==> src/rtl/skip_logic.sv <==
// Carry-skip bypass stage for one block of a carry-skip adder.
// Optional skip counter enabled by defining SKIP_LOGIC_SKIP_COUNT_EN.
module skip_logic #(
    parameter int N = 1
) (
    input  logic         clk,
    input  logic         rst,
    input  logic [N-1:0] a,
    input  logic [N-1:0] b,
    input  logic         cin,
    input  logic         cout,
    input  logic         in_valid,
    output logic         cin_next,
    output logic         group_p,
    output logic         cin_next_q,
    output logic         skip_q,
    output logic         out_valid
`ifdef SKIP_LOGIC_SKIP_COUNT_EN
    ,
    output logic [15:0]  skip_count
`endif
);

    logic [N-1:0] p;
    logic         skip;

    assign p        = a | b;
    assign group_p  = &p;
    assign cin_next = cout | (group_p & cin);
    // Carry asserted by the bypass alone, not by the ripple chain
    assign skip     = group_p & cin & ~cout;

    always_ff @(posedge clk or posedge rst) begin
        if (rst) begin
            out_valid  <= 1'b0;
            cin_next_q <= 1'b0;
            skip_q     <= 1'b0;
        end else begin
            out_valid <= in_valid;
            if (in_valid) begin
                cin_next_q <= cin_next;
                skip_q     <= skip;
            end
        end
    end

`ifdef SKIP_LOGIC_SKIP_COUNT_EN
    always_ff @(posedge clk or posedge rst) begin
        if (rst) begin
            skip_count <= 16'h0000;
        end else if (in_valid && skip && (skip_count != 16'hFFFF)) begin
            skip_count <= skip_count + 16'h0001;
        end
    end
`endif

endmodule

==> config.mk <==
export PLATFORM = sky130hd
export DESIGN_NAME = skip_logic
export DESIGN_NICKNAME = d
export VERILOG_FILES = /design/src/rtl/skip_logic.sv
export SDC_FILE = /design/constraint.sdc
export NUM_CORES = 1
export LEC_CHECK = 0
export CORE_AREA = 2 2 39 41
export CTS_CLUSTER_SIZE = 12
export DETAILED_ROUTE_END_ITERATION = 7
export DIE_AREA = 0 0 41 43
export PLACE_DENSITY = 0.37
export SYNTH_ARGS = -nofsm -noshare
export SYNTH_HDL_FRONTEND = slang
export SYNTH_SLANG_ARGS = --single-unit
==> constraint.sdc <==
create_clock -name clk -period 0.8 [get_ports clk]
set_input_delay 0.16 -clock clk [delete_from_list [all_inputs] [get_ports clk]]
set_output_delay 0.16 -clock clk [all_outputs]
set_load 0.05 [all_outputs]
* Word-level counts from Yosys, hierarchy flattened
Index checks and enable logic that the tools add are counted.
Storage, ports and cells: bits in latches 0, memory bits (read-only) 0, memories 0, register bits 3, memory bits (writable) 0, output and inout bits 5, bits of input ports 7, logic and storage cells 8
Operators by class: shifts and indexed selects 0, div/mod/pow operators 0, equality and inequality tests 0, order comparisons 0, reduce and logical (&&, ||, !) cells 0, multiplexer cells 0, bitwise logic cells 5, add/subtract/negate cells 0, multiply operators 0
Operators by type and width (count):
- $and 1x1->1 | 2
- $or 1x1->1 | 2
- $not 1->1 | 1

* Logic depth before layout (Yosys ltp)
depth after elaboration 3, mapped depth 2, mapped depth without buffers 2

* Worst setup path after synthesis
OpenSTA, ideal clock, no wires.
path kind flip-flop to flip-flop, start register, netlist name skip_q, end register skip_q, slack -0.110 ns, buffers on the path 0, setup time 0.082 ns, period minus slack after synthesis 0.910 ns, arrival time 0.828 ns, stages on the path, launching flop included 3, required time 0.718 ns, cell sequence dfrtp_1 > inv_1 > o22ai_1
RTL lines:
- end signal, assigned | RTL line 42 | skip_q <= skip;
- end, declared | RTL line 16 | output logic skip_q,

* Worst setup path in the final report
start register cin_next_q, end output port cin_next_q
RTL lines:
- start, declared | RTL line 15 | output logic cin_next_q,
- start signal, assigned | RTL line 41 | cin_next_q <= cin_next;
No word-level cell between the ends.

==> flow_summary.json <==
{
  "status": "complete, but fails checks",
  "violations": "setup timing",
  "gp_congestion": 0.546,
  "wl_um": 403,
  "fin_crit_ns": 0.961,
  "path_buf_inv": 1,
  "drc_errors": 0,
  "powerDensity_nw_per_um2": 1770,
  "max_stage_delay_ns": 0.42,
  "worst_pin_slew_ns": 0.170,
  "finalPower_mw": 0.653,
  "ant_nets": 0,
  "max_cap_violations": 0,
  "grt_pass1_wl_um": 703,
  "wl_per_cell_um": 8.76,
  "clockBufferDepth": 2,
  "path_class": "flip-flop to output port",
  "seqPwrFrac_pct": 27.1,
  "crit_arrival_ns": 0.80,
  "syn_avg_cell_area_um2": 9.82,
  "grt_util_all_layers_pct": 6.53,
  "synth.cell_area_um2": 128,
  "root_buffer": "clkbuf_4",
  "finalMaxSlewViolations": 0,
  "clock-sinks": 3,
  "max-vdd-ir-drop_mv": 0.704,
  "post_cts_buffers": 0,
  "die_y_um": 43,
  "period_share_pct": 120,
  "rows": 14,
  "fin_ws_ns": -0.161,
  "start_util_pct": 9.22,
  "first_iter_violations": 0,
  "critPathRequiredTime_ns": 0.64,
  "die_w_um": 41,
  "endpoint_kind": "output port",
  "antenna_found_initial": 0,
  "yosysUniqueCellTypes": 9,
  "grt_max_degree": 6,
  "clk_latency_ns": 0.23,
  "whs_ns": 0.0919,
  "cp_max_fo": 2,
  "cp_top_family": "flip-flops",
  "placed_area_um2": 325,
  "core_area_um2": 1380,
  "path_clk_slew_ns": 0.04,
  "ys_ff_latch": 3,
  "io_pins": 12,
  "cp-start-kind": "flip-flop",
  "clockPowerShare_pct": 40.9,
  "via_per_inst": 3.30,
  "yosys_warnings": 0,
  "n_fill_cell": 144,
  "netlist_instances": 13,
  "total_leakage_power_nw": 0.172,
  "fmax_ghz": 1.04,
  "syn-num-nets": 20,
  "area_delta_synth_final_pct": 189,
  "routed-via-count": 152,
  "switchingPower_mw": 0.190,
  "final_area_um2": 369,
  "cts_tree": "yes",
  "layout.nets": 38,
  "p_int_mw": 0.463,
  "slowest_stage": "dfrtp_2",
  "power.share.switching_pct": 29.1,
  "cts_buffers": 3,
  "hold_viol_final": 0,
  "yosysSeqAreaShare_pct": 58.8,
  "drive_above_1_share_pct": 66.7,
  "rsz0062_at_grt": "true",
  "htree_levels": 1,
  "final-setup-viol-count": 4,
  "relSlewSlack_pct": 88.7,
  "grt_pass1_vias": 191,
  "dr.pass1.iters": 1,
  "min_path_type": "input port to asynchronous set/reset pin",
  "combPwrFrac_pct": 32.0,
  "io_buffers": 11,
  "num_antenna_cells": 0,
  "fin_skew_ns": 0,
  "overflow": 0,
  "dieArea_um2": 1760,
  "path_cells": "buf_12"
}
## per-layer routing
layer / track usage (%) / vias up / share of wire (%)
met4: 4.00 / 0 / 0
met5: 0 / - / 0
met3: 6.81 / 0 / 15
li1: - / 74 / -
met2: 7.19 / 14 / 40
met1: 7.42 / 64 / 44
## power by group through the flow
stage	Sequential, mW	Combinational (mW)	Clock [mW]
after CTS	0.177	0.201	0.276
after global placement	0.179	0.201	0
after detailed placement	0.179	0.202	0
after floorplan	0.212	0.0416	0
final	0.177	0.209	0.267
after global routing	0.178	0.221	0.304
## layout by cell type, fill, tap and decap left out, types with 2 or more instances in the layout
| master | count |
|---|---|
| buf_12 | 5 |
| dfrtp_2 | 2 |
| buf_4 | 2 |
| clkbuf_4 | 3 |
| inv_1 | 2 |
## logic make-up after synthesis
family | after synthesis | synth area share [%]
flops | 3 | 58.8
buf+inv | 3 | 8.82
compound gates | 3 | 16.7
simple gates | 4 | 15.7
## sequential cells by signal (all words and copies together) (netlist names)
| name | count |
|---|---|
| out_valid | 1 |
| skip_q | 1 |
| cin_next_q | 1 |
## worst register-to-register path: stages, from the launching register on
cell and delay [ns]:
dfrtp_2 0.42, nor2_1 0.09, a31oi_1 0.05
## final timing paths
kind / from / cells after the start / to / slack (ns)
worst min register to register: skip_q$_DFFE_PP0P_ / 2 / skip_q$_DFFE_PP0P_ / 0.59
worst max register to register: cin_next_q$_DFFE_PP0P_ / 2 / cin_next_q$_DFFE_PP0P_ / 0.11
min in group clk: in_valid / 1 / out_valid$_DFF_PP0_ / 0.15
worst max-delay path: cin_next_q$_DFFE_PP0P_ / 1 / cin_next_q / -0.16
worst min-delay path: rst / 2 / out_valid$_DFF_PP0_ / 0.09
max in group asynchronous: rst / 2 / cin_next_q$_DFFE_PP0P_ / 0.56
## layout make-up
cell class / count / area [um2] / share of cell area, %
repair buffers: 13 / 180 / 48.8
flip-flops and latches: 3 / 77.6 / 21.0
multi-input cells: 7 / 53.8 / 14.6
clock buffers: 4 / 26.3 / 7.12
well taps: 16 / 20.0 / 5.42
inverters: 3 / 11.3 / 3.05
## metrics by stage
stage                     setup slack [ns]  utilization, %  std cells  TNS, ns
after floorplan                     0.0120               -         13        0
after global placement              -0.393            23.5         42    -1.32
after detailed placement            -0.379            23.5         42    -1.31
after CTS                           -0.169            25.2         46   -0.499
after global routing                -0.191            26.7         46   -0.601
final                               -0.161            26.7         46   -0.476
## what timing repair did
action / in CTS / in global routing
resized for setup: 18 / 5
hold buffers: 0 / 0
pin swaps: 3 / 3
setup endpoints to repair: 7 / 6
## synthesized netlist by cell type
cell type	n	area, um2
a31oi_1	1	6.26
nor2_1	1	3.75
inv_1	3	11.3
nand2b_1	1	6.26
dfrtp_1	3	75.1
or2_1	1	6.26
nand2_1	1	3.75
o21ai_2	1	8.76
o22ai_1	1	6.26
No activity file was read; power rests on OpenSTA's default activity.
